### src/rtl/ex_mem_pkg.sv
// Shared widths, stall-mode encoding and the EX/MEM bundle.
// The stall mode is decoded from flush and the two stall requests.
package ex_mem_pkg;

    localparam int REG_ADDR_WIDTH  = 5;
    localparam int REG_DATA_WIDTH  = 32;
    localparam int HILO_TEMP_WIDTH = 64;
    localparam int CNT_WIDTH       = 2;

    typedef enum logic [1:0] {
        MODE_LOAD   = 2'd0,
        MODE_BUBBLE = 2'd1,
        MODE_HOLD   = 2'd2,
        MODE_FLUSH  = 2'd3
    } stall_mode_e;

    typedef struct packed {
        logic [REG_ADDR_WIDTH-1:0]  w_reg_addr;
        logic [REG_DATA_WIDTH-1:0]  w_reg_data;
        logic                       w_reg_en;
        logic [31:0]                hi;
        logic [31:0]                lo;
        logic                       hilo_wen;
        logic [HILO_TEMP_WIDTH-1:0] hilo_temp;
        logic [CNT_WIDTH-1:0]       cnt;
        logic                       valid;
    } ex_mem_t;

    // stall_ex=0 with stall_mem=1 cannot occur legally; it falls into hold.
    function automatic stall_mode_e decode_mode(
        input logic flush,
        input logic stall_ex,
        input logic stall_mem
    );
        if (flush)
            return MODE_FLUSH;
        else if (stall_ex && !stall_mem)
            return MODE_BUBBLE;
        else if (stall_mem)
            return MODE_HOLD;
        else
            return MODE_LOAD;
    endfunction

endpackage

### src/rtl/ex_mem_perf.sv
// Bubble and hold event counters for the EX/MEM register.
// Cleared by reset only; both wrap silently.
module ex_mem_perf
    import ex_mem_pkg::*;
(
    input  logic        clk,
    input  logic        rst_n,
    input  stall_mode_e mode,
    output logic [31:0] bubble_cnt,
    output logic [31:0] hold_cnt
);

    logic [31:0] bubble_cnt_q, bubble_cnt_d;
    logic [31:0] hold_cnt_q, hold_cnt_d;

    always_comb begin
        bubble_cnt_d = bubble_cnt_q;
        hold_cnt_d   = hold_cnt_q;
        if (mode == MODE_BUBBLE)
            bubble_cnt_d = bubble_cnt_q + 32'd1;
        if (mode == MODE_HOLD)
            hold_cnt_d = hold_cnt_q + 32'd1;
    end

    always_ff @(posedge clk or negedge rst_n) begin
        if (!rst_n) begin
            bubble_cnt_q <= '0;
            hold_cnt_q   <= '0;
        end else begin
            bubble_cnt_q <= bubble_cnt_d;
            hold_cnt_q   <= hold_cnt_d;
        end
    end

    assign bubble_cnt = bubble_cnt_q;
    assign hold_cnt   = hold_cnt_q;

endmodule

### src/rtl/ex_mem.sv
// EX/MEM pipeline register with flush/bubble/hold/load control.
// Define EX_MEM_PERF_EN to add the bubble_cnt/hold_cnt counters.
module ex_mem
    import ex_mem_pkg::*;
(
    input  logic                       clk,
    input  logic                       rst_n,
    input  logic [REG_ADDR_WIDTH-1:0]  ex_w_reg_addr,
    input  logic [REG_DATA_WIDTH-1:0]  ex_w_reg_data,
    input  logic                       ex_w_reg_en,
    input  logic [31:0]                ex_hi,
    input  logic [31:0]                ex_lo,
    input  logic                       ex_hilo_wen,
    input  logic [HILO_TEMP_WIDTH-1:0] ex_hilo_temp,
    input  logic [CNT_WIDTH-1:0]       ex_cnt,
    input  logic                       stall_ex,
    input  logic                       stall_mem,
    input  logic                       flush,
    output logic [REG_ADDR_WIDTH-1:0]  mem_w_reg_addr,
    output logic [REG_DATA_WIDTH-1:0]  mem_w_reg_data,
    output logic                       mem_w_reg_en,
    output logic [31:0]                mem_hi,
    output logic [31:0]                mem_lo,
    output logic                       mem_hilo_wen,
    output logic [HILO_TEMP_WIDTH-1:0] hilo_temp_out,
    output logic [CNT_WIDTH-1:0]       cnt_out,
    output logic                       mem_valid
`ifdef EX_MEM_PERF_EN
    ,
    output logic [31:0]                bubble_cnt,
    output logic [31:0]                hold_cnt
`endif
);

    stall_mode_e mode;
    ex_mem_t     st_q, st_d;

    assign mode = decode_mode(flush, stall_ex, stall_mem);

    always_comb begin
        st_d = st_q;
        unique case (mode)
            MODE_FLUSH: st_d = '0;
            // Bubble still carries the multi-cycle partial state forward.
            MODE_BUBBLE: begin
                st_d           = '0;
                st_d.hilo_temp = ex_hilo_temp;
                st_d.cnt       = ex_cnt;
            end
            MODE_HOLD: st_d = st_q;
            MODE_LOAD: begin
                st_d.w_reg_addr = ex_w_reg_addr;
                st_d.w_reg_data = ex_w_reg_data;
                st_d.w_reg_en   = ex_w_reg_en;
                st_d.hi         = ex_hi;
                st_d.lo         = ex_lo;
                st_d.hilo_wen   = ex_hilo_wen;
                st_d.hilo_temp  = '0;
                st_d.cnt        = '0;
                st_d.valid      = 1'b1;
            end
            default: st_d = st_q;
        endcase
    end

    always_ff @(posedge clk or negedge rst_n) begin
        if (!rst_n)
            st_q <= '0;
        else
            st_q <= st_d;
    end

    assign mem_w_reg_addr = st_q.w_reg_addr;
    assign mem_w_reg_data = st_q.w_reg_data;
    assign mem_w_reg_en   = st_q.w_reg_en;
    assign mem_hi         = st_q.hi;
    assign mem_lo         = st_q.lo;
    assign mem_hilo_wen   = st_q.hilo_wen;
    assign hilo_temp_out  = st_q.hilo_temp;
    assign cnt_out        = st_q.cnt;
    assign mem_valid      = st_q.valid;

`ifdef EX_MEM_PERF_EN
    ex_mem_perf u_perf (
        .clk        (clk),
        .rst_n      (rst_n),
        .mode       (mode),
        .bubble_cnt (bubble_cnt),
        .hold_cnt   (hold_cnt)
    );
`endif

endmodule

### config.mk
export PLATFORM = sky130hd
export DESIGN_NAME = ex_mem
export DESIGN_NICKNAME = d
export VERILOG_FILES = /design/src/rtl/ex_mem_pkg.sv /design/src/rtl/ex_mem_perf.sv /design/src/rtl/ex_mem.sv
export SDC_FILE = /design/constraint.sdc
export NUM_CORES = 1
export LEC_CHECK = 0
export ABC_AREA = 1
export BUFFER_PORTS_ARGS = -buffer_cell sky130_fd_sc_hd__buf_2
export CAP_MARGIN = 20
export CORE_AREA = 2 2 132 134
export DETAILED_ROUTE_END_ITERATION = 12
export DIE_AREA = 0 0 134 136
export HOLD_SLACK_MARGIN = 0.15
export MAX_ROUTING_LAYER = met4
export PLACE_DENSITY = 0.7
export SYNTH_ARGS = -nofsm -noshare
export SYNTH_HDL_FRONTEND = slang
export SYNTH_SLANG_ARGS = --single-unit
export TNS_END_PERCENT = 30
### constraint.sdc
create_clock -name clk -period 0.8 [get_ports clk]
set_input_delay 0.08 -clock clk [delete_from_list [all_inputs] [get_ports clk]]
set_output_delay 0.08 -clock clk [all_outputs]
set_load 0.02 [all_outputs]
==> run metrics, run 1 <==
drt first pass iters=6; commonest non-fill, non-tap cell in the layout=nand2_1; Syn Std Cell Area=0.00664 mm2; CP Class=flop to output pin; Adder-Cell Fraction of Synth Area=0%; Worst-Skew Late Latency=0.42 ns; Worst EP required=0.72 ns; Synth Register Bits=170; crit-path max FO=2; mux contribution to synthesized area=0%; Std-Cell Rows=48; Rel. slew slack=70.9%; crit-path cells=buf_2; GRT Overall Usage=27.6%; RSZ-0062 raised after global routing=yes; worst reg2reg startpoint=mem_lo[16]; Final WS setup=-0.311 ns; Tightest Pin Transition=roughly 0.44 ns; area share of and/or/nand/nor cells after synthesis=32.3%; CP max stage delay=0.41 ns; register area share after synthesis=~64%; via count=about 7800; power density over cell area=roughly 1700 mW/mm2; vias per std cell=between 5 and 6; largest net degree at the start of global routing=between 50 and 60; clk_skew=0 ns; Reg clk slew, reported paths=0.07 ns; Reg2Reg Depth=4; layout cells sized above 1=about a third; CP top delay family=flip-flops; Hold Vio Cnt, Final=0; WL/cell=approximately 18 um; initial core utilization=39.3%; combinational family with the most area after synthesis=simple AND/OR/NAND/NOR gates; Worst Path Buf+Inv=1; Slowest-stage cell, CP=dfrtp_1; Synth Area per Inst=9.00 um2; Antenna Nets Post-Route=0; failing checks=setup timing; fin nets=1473; status=finished with violations; Layout Utilization=73.0%; Layout area overhead=85.6%; CP startpoint kind=flop; initial antenna violation count=2; post-route setup TNS=-41.24 ns; vias in the first global route=7626; Die Wd=134 um; Post-route DRC=0; P_leak=a little under 7 nW; cell area after layout=0.0123 mm2; CTS tree=built; fmax=900 MHz; HPWL Detailed=around 14000 um; Syn Nets=just over 900; Setup-failing EPs final=around 170; CP Launch Point=mem_lo[30]; Buffers on Ports=343; most frequent cells in the layout=nand2_1 (338), buf_2 (224), dfrtp_1 (170), dlygate4sd3_1 (170), nand3_1 (169); H-tree depth=4; cell depth of the worst setup path=1; post-synthesis xor/xnor area fraction=0%; critical path arrival=1.03 ns; first-pass GRT wire length=between 30000 and 40000 um; Slew Limit Fails=0; total grt overflow=0; Tmin final=1.11 ns; Tcrit/Tclk final=139%; final estimated routing congestion in global placement=0.871; Ys Warns=0; CP endpoint kind=output pin; min-delay worst type=primary input to async pin; Core ar.=between 0.015 and 0.02 mm2; die area=approximately 0.018 mm2; worst vdd ir=1450 uV; clk buf depth=2; DRT iter0 DRCs=approximately 500; Routed Wire Length=27400 um; I/O pin count=344; total CTS buffers=17; WHS=approximately 0.11 ns; CTS root buffer=clkbuf_16; placed cell areas=approximately 0.0090 mm2; dpl ws=-0.211 ns; Compound-Gate Fraction of Synth Area=0%; CTS Sinks=170; hold bufs inserted after CTS=170; Max-Cap Viols=0; Distinct cells, synth=10; Syn Inst Count=738; Die Ht=136 um
Yosys cell counts:
library cell	count	share of area (%)
nand3_1	169	13
buf_1	9	0.51
dfrtp_1	170	64
clkbuf_1	21	1.2
buf_4	1	0.11
nand2_1	341	19
inv_2	2	0.11
nor2_2	1	0.094
nor2_4	1	0.17
buf_2	23	1.7
path summary, 6_finish.rpt:
kind / end / slack (ns)
max in group asynchronous: hilo_temp_out[6] / 0.20
worst max-delay path: mem_lo[30] / -0.31
worst min register to register: mem_lo[14] / 0.47
worst max register to register: mem_lo[16] / -0.06
min in group clk: hilo_temp_out[8] / 0.17
worst min-delay path: mem_w_reg_data[3] / 0.11
per-layer routing:
| metal | global-route usage, % | part of all wire [%] |
|---|---|---|
| met5 | - | 0 |
| met1 | 30.2 | 36 |
| met3 | 7.38 | 8.1 |
| met2 | 45.2 | 51 |
| met4 | 16.7 | 5.1 |
through the flow:
step                cells  power [mW]
global placement     1295        11.7
CTS                  1511        20.3
finish               1540        20.5
detailed placement   1295        11.7
global route         1539        21.3
floorplan             738        10.3
flip-flops by register name (all words and copies together) (netlist names):
name            count
mem_lo             32
mem_hilo_wen        1
mem_w_reg_data     32
mem_w_reg_en        1
cnt_out             2
mem_w_reg_addr      5
mem_hi             32
hilo_temp_out      64
mem_valid           1
logic make-up (layout without fill, tap and decap cells):
family | after synthesis | in the layout
and+or+nand+nor | 512 | 512
DFF | 170 | 170
buffers and inverters | 56 | 630
other | 0 | 3
repair_timing:
item | 4_1_cts | 5_1_grt
gates cloned | 0 | 0
pin swaps | 0 | 3
setup endpoints to repair | 170 | 173
hold endpoints to repair | 339 | 12
resized for setup | 146 | 93
setup buffers | 14 | 26
report_power, final:
group | leakage (nW) | internal, mW | switching, mW
sequential | 2.32 | 8.92 | 0.246
clock | 0.264 | 4.08 | 3.63
combinational | 4.31 | 1.86 | 1.79
layout make-up:
| type | count | area (um2) |
|---|---|---|
| Tap cell | 225 | 282 |
| Multi-Input combinational cell | 512 | 2160 |
| Sequential cell | 170 | 4250 |
| Antenna cell | 3 | 7.51 |
| Inverter | 2 | 8.76 |
| Clock inverter | 12 | 109 |
| Clock buffer | 20 | 437 |
| Timing Repair Buffer | 596 | 5070 |
| Fill cell | 1014 | 4550 |
No activity file was read; power rests on OpenSTA's default activity.
==> inputs of run 2 (changes only) <==
--- a/config.mk
+++ b/config.mk
@@ -7,8 +7,10 @@
 export LEC_CHECK = 0
 export ABC_AREA = 1
 export BUFFER_PORTS_ARGS = -buffer_cell sky130_fd_sc_hd__buf_2
-export CAP_MARGIN = 20
+export CAP_MARGIN = 30
 export CORE_AREA = 2 2 132 134
+export CTS_BUF_LIST = sky130_fd_sc_hd__clkbuf_4
+export CTS_CLUSTER_SIZE = 20
 export DETAILED_ROUTE_END_ITERATION = 12
 export DIE_AREA = 0 0 134 136
 export HOLD_SLACK_MARGIN = 0.15
==> run 2 against run 1 <==
Compared with the run above: combinational power about the same; the flow finishes with violations (hold timing, setup timing); critical path type unchanged; die area unchanged; critical endpoint is now hilo_temp_out[28]; design area decreased by 2.5%.
==> run metrics, run 2 (synthesis results as in run 1) <==
# fillers=1077; FF-to-FF setup slack=-0.08 ns; first-pass GRT wire length=about 38000 um; CTS Sinks=170; vias in the first global route=7716; CP max stage delay=about 0.45 ns; worst vdd ir=about 1000 uV; crit-path max FO=2; crit-path cells=buf_6; Tightest Pin Transition=0.424 ns; Die Ht=136 um; Core ar.=0.0169 mm2; clk_skew=0 ns; Slowest-stage cell, CP=dfrtp_1; Max-Cap Viols=0; fin cells=1533; via count=between 7000 and 8000; failing checks=hold timing, setup timing; HPWL Detailed=14300 um; Worst-Skew Late Latency=0.55 ns; min-delay worst type=primary input to async pin; placed cell areas=0.00903 mm2; WHS=-0.0322 ns; fmax=~810 MHz; H-tree depth=4; fin nets=1465; Std-Cell Rows=48; Layout Utilization=71.2%; hold bufs inserted after CTS=between 150 and 200; Worst EP required=0.72 ns; CP startpoint kind=flop; CP top delay family=flip-flops; Hold Vio Cnt, Final=12; P_leak=6.74 nW; Reg clk slew, reported paths=0.16 ns; clk buf depth=2; Buffers on Ports=around 340; final estimated routing congestion in global placement=slightly below 0.9; CP endpoint kind=output pin; CTS root buffer=clkbuf_4; max FFs per register=64; CP Class=flop to output pin; Die Wd=~130 um; commonest non-fill, non-tap cell in the layout=nand2_1; Layout area overhead=81.0%; layout cells sized above 1=between 30 and 40%; initial core utilization=39.3%; status=finished with violations; GRT Overall Usage=27.7%; Slew Limit Fails=0; total grt overflow=0; I/O pin count=between 300 and 400; vias per std cell=5.12; Setup-failing EPs final=between 150 and 200; placed cell count=1295; DRT iter0 DRCs=just over 500; die area=0.0182 mm2; RSZ-0062 raised after global routing=yes; WL/cell=around 18 um; Antenna Nets Post-Route=0; drt first pass iters=5; initial antenna violation count=4; largest net degree at the start of global routing=55; cell area after layout=~0.012 mm2; most frequent cells in the layout=nand2_1 (334), buf_2 (220), dfrtp_1 (170), dlygate4sd3_1 (170), nand3_1 (169); Post-route DRC=0; Worst Path Buf+Inv=1; power density over cell area=roughly 1500 mW/mm2; Final WS setup=-0.441 ns; Rel. slew slack=71.8%; total CTS buffers=17; critical path arrival=1.16 ns; Tcrit/Tclk final=155%; Tmin final=1.24 ns; Routed Wire Length=27500 um; dpl ws=-0.211 ns; CTS tree=built
-- run 2: cell count changes in the layout (fill, tap and decap cells not counted), sizes merged --
cell   previous run  this run
buf             426       418
diode             3         4
-- run 2: area by class of cell --
class	instances	area (um2)	area share, %
flip-flops and latches	170	4250	35.4
clock inverters	12	109	0.906
repair buffers	588	5040	41.9
well taps	225	282	2.34
inverters	2	8.76	0.0729
multi-input cells	512	2170	18.0
diodes	4	10.0	0.0833
clock buffers	20	150	1.25
-- run 2: path summary, 6_finish.rpt --
kind,from,end,cells past startpoint
min in group clk,stall_mem,hilo_temp_out[35],5
max in group asynchronous,rst_n,mem_w_reg_data[22],3
hold reg to reg,mem_w_reg_data[0],mem_w_reg_data[0],2
setup reg to reg,mem_hi[1],mem_hi[1],4
hold / removal,rst_n,mem_w_reg_data[29],2
setup / recovery,hilo_temp_out[28],hilo_temp_out[28],1
-- run 2: repair_timing --
action | 4_1_cts | 5_1_grt
pin swaps | 0 | 2
buffers inserted | 12 | 20
endpoints found under the setup margin | 170 | 173
hold endpoints to repair | 340 | 155
gates resized for setup | 146 | 105
gates cloned | 0 | 0
-- run 2: stage by stage --
stage | power [mW] | setup TNS (ns) | hold WS (ns)
5_1_grt | 18.2 | -81.06 | -0.0784
4_1_cts | 17.2 | -76.70 | -0.0931
3_3_place_gp | 11.7 | -22.65 | -0.0236
6_report | 17.5 | -66.68 | -0.0322
2_1_floorplan | 10.3 | -0.333 | -0.216
3_5_place_dp | 11.7 | -25.93 | -0.0283
-- run 2: routing by layer --
metal  part of all wire, %  track usage [%]  routed length, um
met3                   8.1             6.94               2230
met2                    51             47.1              14000
met5                     0                -                  0
met1                    35             29.6               9740
met4                   5.6             15.5               1540
-- run 2: where the power goes --
group          internal [mW]  switching (mW)
combinational           1.85            1.79
clock                   1.44            3.24
sequential              8.92           0.250
total                   12.2            5.29
